[src/rtl/sum_collector.sv]
// Show-ahead FIFO capturing {addr,sum} pairs from the adder, plus a 16-entry frame tracker.
// Optional running frame total is built only when SUM_COLLECTOR_TOTAL_EN is defined.
module sum_collector #(
  parameter int DW    = 9,
  parameter int AW    = 4,
  parameter int DEPTH = 8,
  parameter int TW    = 13
) (
  input  logic                     clock,
  input  logic                     reset,
  input  logic                     in_valid,
  input  logic [DW-1:0]            in_sum,
  input  logic [AW-1:0]            in_addr,
  output logic                     in_ready,
  output logic                     out_valid,
  output logic [DW-1:0]            out_sum,
  output logic [AW-1:0]            out_addr,
  input  logic                     out_ready,
  output logic [$clog2(DEPTH):0]   count,
  output logic                     frame_done,
  output logic                     seq_err,
  output logic                     dropped,
  output logic [TW-1:0]            total
);

  localparam int PW = $clog2(DEPTH);
  localparam int CW = PW + 1;
  localparam int WW = AW + DW;
  localparam logic [AW-1:0] LAST_ADDR = {AW{1'b1}};

  typedef enum logic [1:0] {IDLE, COLLECT, DONE} state_t;

  logic [WW-1:0] mem [DEPTH];
  logic [PW-1:0] wr_ptr_reg, rd_ptr_reg, rd_ptr_inc;
  logic [CW-1:0] count_reg, count_next;
  logic [WW-1:0] head_reg, head_next, din;
  logic          full, empty, push, pop;

  state_t        state_reg, state_next;
  logic [AW-1:0] expected_reg, expected_next;
  logic          seq_err_reg, seq_err_next, dropped_reg;
  logic          start_frame, accumulate;

  assign din        = {in_addr, in_sum};
  assign full       = (count_reg == CW'(DEPTH));
  assign empty      = (count_reg == '0);
  assign push       = in_valid & ~full;
  assign pop        = out_ready & ~empty;
  assign rd_ptr_inc = rd_ptr_reg + PW'(1);

  always_ff @(posedge clock) begin
    if (push) mem[wr_ptr_reg] <= din;
  end

  // Head register is refreshed from the entry behind the one being popped,
  // or straight from the input when that entry would not yet be in memory.
  always_comb begin
    head_next = head_reg;
    if (pop) begin
      if (count_reg == CW'(1)) begin
        if (push) head_next = din;
      end else begin
        head_next = mem[rd_ptr_inc];
      end
    end else if (empty && push) begin
      head_next = din;
    end
  end

  always_comb begin
    count_next = count_reg;
    case ({push, pop})
      2'b10:   count_next = count_reg + CW'(1);
      2'b01:   count_next = count_reg - CW'(1);
      default: count_next = count_reg;
    endcase
  end

  always_ff @(posedge clock or negedge reset) begin
    if (!reset) begin
      wr_ptr_reg  <= '0;
      rd_ptr_reg  <= '0;
      count_reg   <= '0;
      head_reg    <= '0;
      dropped_reg <= 1'b0;
    end else begin
      if (push) wr_ptr_reg <= wr_ptr_reg + PW'(1);
      if (pop)  rd_ptr_reg <= rd_ptr_inc;
      count_reg <= count_next;
      head_reg  <= head_next;
      if (in_valid && full) dropped_reg <= 1'b1;
    end
  end

  always_comb begin
    state_next    = (state_reg == DONE) ? IDLE : state_reg;
    expected_next = expected_reg;
    seq_err_next  = seq_err_reg;
    start_frame   = 1'b0;
    accumulate    = 1'b0;
    if (push) begin
      case (state_reg)
        COLLECT: begin
          if (in_addr == expected_reg) begin
            expected_next = expected_reg + AW'(1);
            accumulate    = 1'b1;
            if (in_addr == LAST_ADDR) state_next = DONE;
          end else begin
            seq_err_next = 1'b1;
            if (in_addr == '0) begin
              start_frame   = 1'b1;
              expected_next = AW'(1);
            end else begin
              state_next = IDLE;
            end
          end
        end
        default: begin
          // IDLE and the DONE pulse cycle both wait for a frame start
          if (in_addr == '0) begin
            state_next    = COLLECT;
            expected_next = AW'(1);
            start_frame   = 1'b1;
          end else begin
            state_next   = IDLE;
            seq_err_next = 1'b1;
          end
        end
      endcase
    end
  end

  always_ff @(posedge clock or negedge reset) begin
    if (!reset) begin
      state_reg    <= IDLE;
      expected_reg <= '0;
      seq_err_reg  <= 1'b0;
    end else begin
      state_reg    <= state_next;
      expected_reg <= expected_next;
      seq_err_reg  <= seq_err_next;
    end
  end

`ifdef SUM_COLLECTOR_TOTAL_EN
  logic [TW-1:0] total_reg;

  always_ff @(posedge clock or negedge reset) begin
    if (!reset) begin
      total_reg <= '0;
    end else if (start_frame) begin
      total_reg <= TW'(in_sum);
    end else if (accumulate) begin
      total_reg <= total_reg + TW'(in_sum);
    end
  end

  assign total = total_reg;
`else
  logic unused_total;
  assign unused_total = start_frame | accumulate;
  assign total        = '0;
`endif

  assign in_ready   = ~full;
  assign out_valid  = ~empty;
  assign out_addr   = head_reg[WW-1:DW];
  assign out_sum    = head_reg[DW-1:0];
  assign count      = count_reg;
  assign frame_done = (state_reg == DONE);
  assign seq_err    = seq_err_reg;
  assign dropped    = dropped_reg;

endmodule
[config.mk]
export PLATFORM = sky130hd
export DESIGN_NAME = sum_collector
export DESIGN_NICKNAME = d
export VERILOG_FILES = /design/src/rtl/sum_collector.sv
export SDC_FILE = /design/constraint.sdc
export NUM_CORES = 1
export LEC_CHECK = 0
export BUFFER_PORTS_ARGS = -buffer_cell sky130_fd_sc_hd__buf_2
export CORE_UTILIZATION = 59
export CTS_CLUSTER_SIZE = 40
export DETAILED_ROUTE_END_ITERATION = 6
export PLACE_DENSITY_LB_ADDON = 0.08
export SYNTH_ARGS = -nofsm -noshare
export SYNTH_HDL_FRONTEND = slang
export SYNTH_SLANG_ARGS = --single-unit
export TNS_END_PERCENT = 5
[constraint.sdc]
create_clock -name clock -period 4.3 [get_ports clock]
set_input_delay 0.645 -clock clock [delete_from_list [all_inputs] [get_ports clock]]
set_output_delay 0.645 -clock clock [all_outputs]
set_load 0.02 [all_outputs]
; Word level (Yosys, flattened, before mapping)
; Memory sizes are Yosys's and may differ from the RTL's.
; Index checks and enable logic that the tools add are counted.
[classes]
addsub = 5
n_eq_ne = 11
n_bitwise = 4
muxes = 20
n_reduce_logical = 8
[op_table]
columns = op, n
row1 = 13-bit 2-to-1 mux, 4
row2 = 2-bit 2-to-1 mux, 6
row3 = 4-bit 2-to-1 mux, 3
row4 = 4-bit by 1-bit adder with 4-bit output (second input constant), 2
row5 = 4-bit == test (second input constant), 2
row6 = 4-bit logical NOT, 2
row7 = 4-bit one-hot mux with 2 select lines, 1
row8 = 3-bit by 1-bit adder with 3-bit output (second input constant), 2
row9 = 1-bit 2-to-1 mux, 6
row10 = 2-bit by 1-bit == test with 1-bit output (second input constant), 2
row11 = 2-bit == test (second input constant), 2
row12 = 4-bit by 1-bit == test with 1-bit output (second input constant), 1
row13 = 4-bit == test, 1
row14 = 2-bit nonzero test, 2
row15 = 4-bit by 1-bit subtractor with 4-bit output (second input constant), 1
row16 = 3-bit inequality test (second input constant), 1
row17 = 3-bit AND reduction, 1
row18 = 1-bit AND, 2
row19 = 1-bit logical AND, 2
row20 = 2-bit by 1-bit inequality test with 1-bit output (second input constant), 1
row21 = 2-bit inequality test (second input constant), 1
row22 = 1-bit inverter, 2
row23 = 2-bit AND reduction, 1
[word_totals]
output_inout_bits = 35
reg_bits = 31
ramBits = 104
mem_count = 1
[memory_table]
columns = name, depth, word_bits, read_ports, rd_ports_with_merged_regs, write_ports, line_no
row1 = mem, 8, 13, 1, 0, 1, 33  ; logic [WW-1:0] mem [DEPTH];

; Logic depth before layout (Yosys ltp)
[logic_depth]
depth_word = 6
mapped_depth = 12

; Least setup slack after synthesis
; OpenSTA, ideal clock, no wires.
[synth_path]
path_kind = register to register
start = register count_reg[0], in the netlist count[0]
end = memory mem[0][0] (netlist name) (enable)
required_ps = 3883
path_stages_with_launch = 8
arrival_time_ps = 2777
setup_slack_ps = 1106
path_cell_list = dfrtp_1 > inv_1 > ha_1 > nand3b_4 > and2_4 > inv_1 > buf_4 > nor4_1
[synth_via]
elab_chain_cells = 5
[synth_rtl]
columns = element, line_no
row1 = from (decl), 35  ; logic [CW-1:0] count_reg, count_next;
row2 = from (signal assigned), 89  ; count_reg <= count_next;
row3 = 4-bit == test, 45  ; assign full = (count_reg == CW'(DEPTH));
row4 = 1-bit inverter, -
row5 = net in_ready, 14  ; output logic in_ready,
row6 = 1-bit AND, 47  ; assign push = in_valid & ~full;
row7 = 1-bit 2-to-1 mux, 52  ; if (push) mem[wr_ptr_reg] <= din;
row8 = 1-bit 2-to-1 mux (implied by the code), 52
row9 = to (decl), 33
; The timed path passes the listed nets, and every way through them passes these cells.

; Worst setup path in the final report
[layout_path]
start = register count_reg[0], in the netlist count[0]
end = register head_reg[4]
[layout_via]
elab_chain_cells = 6
word_cells_on_any_way = 13
[layout_rtl]
columns = element, line_no
row1 = 4-bit == test, 45
row2 = 1-bit inverter, 47
row3 = 1-bit AND, 47
row4 = 1-bit logical AND, 65  ; end else if (empty && push) begin
row5 = 2-bit nonzero test (no line), -
row6 = 2-bit AND reduction (no line), -
row7 = to (signal assigned), 90  ; head_reg <= head_next;
row8 = to (decl), 36  ; logic [WW-1:0] head_reg, head_next, din;
; Parallel ways exist; a longest one is shown, timed or not.
; A chain may end at the register's enable or synchronous reset.

==> results.yml <==
run_status:
  status: "completed"
cts:
  cts_buffers: 17
  postCtsSetupRepairBufs: 0
  clock-sinks: 135
  tritoncts: "yes"
  cts_max_path_buffers: 2
  clock_latency_ns: 0.52
  htreeDepth: 4
  cts.clk_slew.worst_paths_ns: 0.06
  root_buffer: "clkbuf_8"
  cts_resized: 0
  cts-hold-fix-buffers: 0
yosys:
  ys_top_cells_by_count: "edfxtp_1 (104), nand3_1 (70), mux2i_1 (55)"
  synth_area_per_cell_um2: 13.9
  syn_inst: 427
  synth_ff_type: "edfxtp_1"
  synth_most_common_cell: "edfxtp_1"
  async_flop_share: 0.230
  synth.area.top_cells: "edfxtp_1 (52%), dfrtp_1 (13%), mux2i_1 (9.2%)"
  synth_edf_count: 104
  ys_seq_elements: 135
  synth_warnings: 0
  synth_top_area_share: 0.524
  yosys.area.top_type: "edfxtp_1"
  syn_area_um2: 5950
  synthDistinctLibCells: 43
  synth.yosys.seq_area_share: 0.655
power_and_ir_drop:
  p_switching_mw: 2.00
  cellPowerDensity_nw_per_um2: 775
  clkPwrFrac: 0.245
  irDropWorstVdd_mv: 0.559
  p_comb_frac: 0.400
  power_mw: 5.26
  p_sw_frac: 0.380
  p_leak_nw: 2.57
  p_int_mw: 3.26
  seqPwrFrac: 0.355
routing:
  wl_per_cell_um: 19.6
  drtIter0Drc: 194
  remaining_drc_errors: 0
  vias_per_cell: 5.89
  drtPass1Iterations: 5
  route.vias.total: 3622
  routed_wl_um: 12000
  drt.antenna.violating_nets: 0
sta:
  setup_viol: 0
  worst_pin_slew_ns: 1.00
  finalMaxSlewViolations: 0
  report.final.hold_viol_count: 0
  fin_tns_setup_ns: 0
  post-route-min-period_ns: 3.12
  rsz0062_at_grt: "false"
  fin_crit_sh: 0.726
  fin_hold_ws_ns: 0.183
  fin_skew_ns: 0.00819
  maxSlewHeadroom: 0.329
  fmax_mhz: 320
cells_and_area:
  final_cells: 615
  drive_gt1_frac: 0.193
  nets: 494
  insertedDiodeCount: 0
  fin_util: 0.695
  area_delta_synth_final_pct: 14.1
  largest_reg_flops: 104
floorplanning:
  start_util: 0.609
  dieWidth_um: 102
  chipHeight_um: 102
  std_cell_rows: 36
  die-area_um2: 10500
  core_um2: 9770
  num_io_pins: 52
placed_design:
  io_buffers: 38
  dpl.cell_count: 583
  routabilityCongestion: 0.873
  post-dp-hpwl_um: 7200
critical_path:
  r2r_cells: 10
  r2r_slack_ns: 1.18
  critical_path_class: "register to register"
  cp-start-kind: "register"
  crit_arrival_ns: 3.48
  worstSetupEndpointType: "register"
  path_max_fanout: 15
  worstPathRequired_ns: 4.66
global_routing:
  antenna_found_initial: 0
  busiest_layer: "met2"
  grt_pass1_wl_um: 18600
  grt_pass1_vias: 3511
  grt_util_met2: 0.408
  grt-ovfl-total: 0
  grtUsageMet1: 0.339
  grt_max_degree: 32
  met3_usage: 0.0534
  groute.usage.overall: 0.253
run:
  maxCapViolations: 0
hold_path:
  min_path_type: "input port to asynchronous set/reset pin"
[stage by stage]
stage | setup slack, ns | area (um2)
floorplan | 1.11 | 6000
finish | 1.18 | 6790
CTS | 1.21 | 6790
detailed placement | 1.21 | 6260
global placement | 1.34 | 6260
global route | 0.940 | 6790
[critical path, cell delays in order, from the launching register on]
cell	delay, ns
dfrtp_1	0.45
inv_1	0.13
ha_1	0.31
nand3b_4	0.13
and2_4	0.20
inv_1	0.39
ha_1	0.39
a21oi_1	0.14
o31a_1	0.44
o211ai_1	0.25
o211ai_1	0.12
[cell usage in the layout, fill, tap and decap left out, types with 3 or more instances in the layout]
master      Yosys  routed
clkbuf_1        4       5
inv_1           6       6
edfxtp_1      104     104
buf_4          18      10
nor3_2          0       3
nand4_1        15      15
a221o_1         3       3
nand3_1        70      70
nand2_1        13      13
nor2_2          0       3
mux2i_1        55      55
clkbuf_16       0      16
o211ai_1       26      26
nor2_1          9       6
conb_1          1      13
buf_2          12      38
xnor2_1        11      10
ha_1            8       7
dfrtp_1        31      31
clkinvlp_4      0       3
clkinv_2        0       4
[layer usage]
metal  part of all wire  wire [um]
met5                  0          0
met4              0.017        201
met3              0.055        659
met2               0.50       5990
met1               0.43       5190
[cell type report]
class / instances / area (um2)
Clock buffer: 23 / 447
Inverter: 7 / 26.3
Clock inverter: 9 / 81.3
Sequential cell: 135 / 3900
Multi-Input combinational cell: 260 / 1910
Timing Repair Buffer: 48 / 265
Fill cell: 718 / 2980
Tap cell: 133 / 166
[power by group through the flow]
stage | Sequential, mW | Clock (mW) | Combinational (mW)
after floorplan | 1.93 | 0 | 1.50
after global placement | 1.88 | 0 | 2.06
after detailed placement | 1.90 | 0 | 2.09
after CTS | 1.87 | 1.30 | 2.11
after global routing | 1.90 | 1.35 | 2.31
final | 1.87 | 1.29 | 2.10
[worst paths after layout]
path,endpoint,startpoint
worst max-delay path,head_reg[4]$_DFFE_PN0P_,count[0]$_DFFE_PN0P_
worst min-delay path,seq_err$_DFFE_PN0P_,reset
worst max register to register,head_reg[4]$_DFFE_PN0P_,count[0]$_DFFE_PN0P_
worst min register to register,seq_err$_DFFE_PN0P_,seq_err$_DFFE_PN0P_
max in group asynchronous,head_reg[12]$_DFFE_PN0P_,reset
min in group clock,mem[7][0]$_DFFE_PP_,in_sum[0]
[cell families after synthesis]
| kind of cell | synth area share |
|---|---|
| muxes | 0.0943 |
| other | 0.000630 |
| xor gates and xnor gates | 0.0219 |
| DFF | 0.655 |
| buffers and inverters | 0.0418 |
| and+or+nand+nor | 0.112 |
| AOI/OAI and AO/OA | 0.0582 |
| adders and majority gates | 0.0168 |
Note: power is estimated with default switching activity, not from simulation.
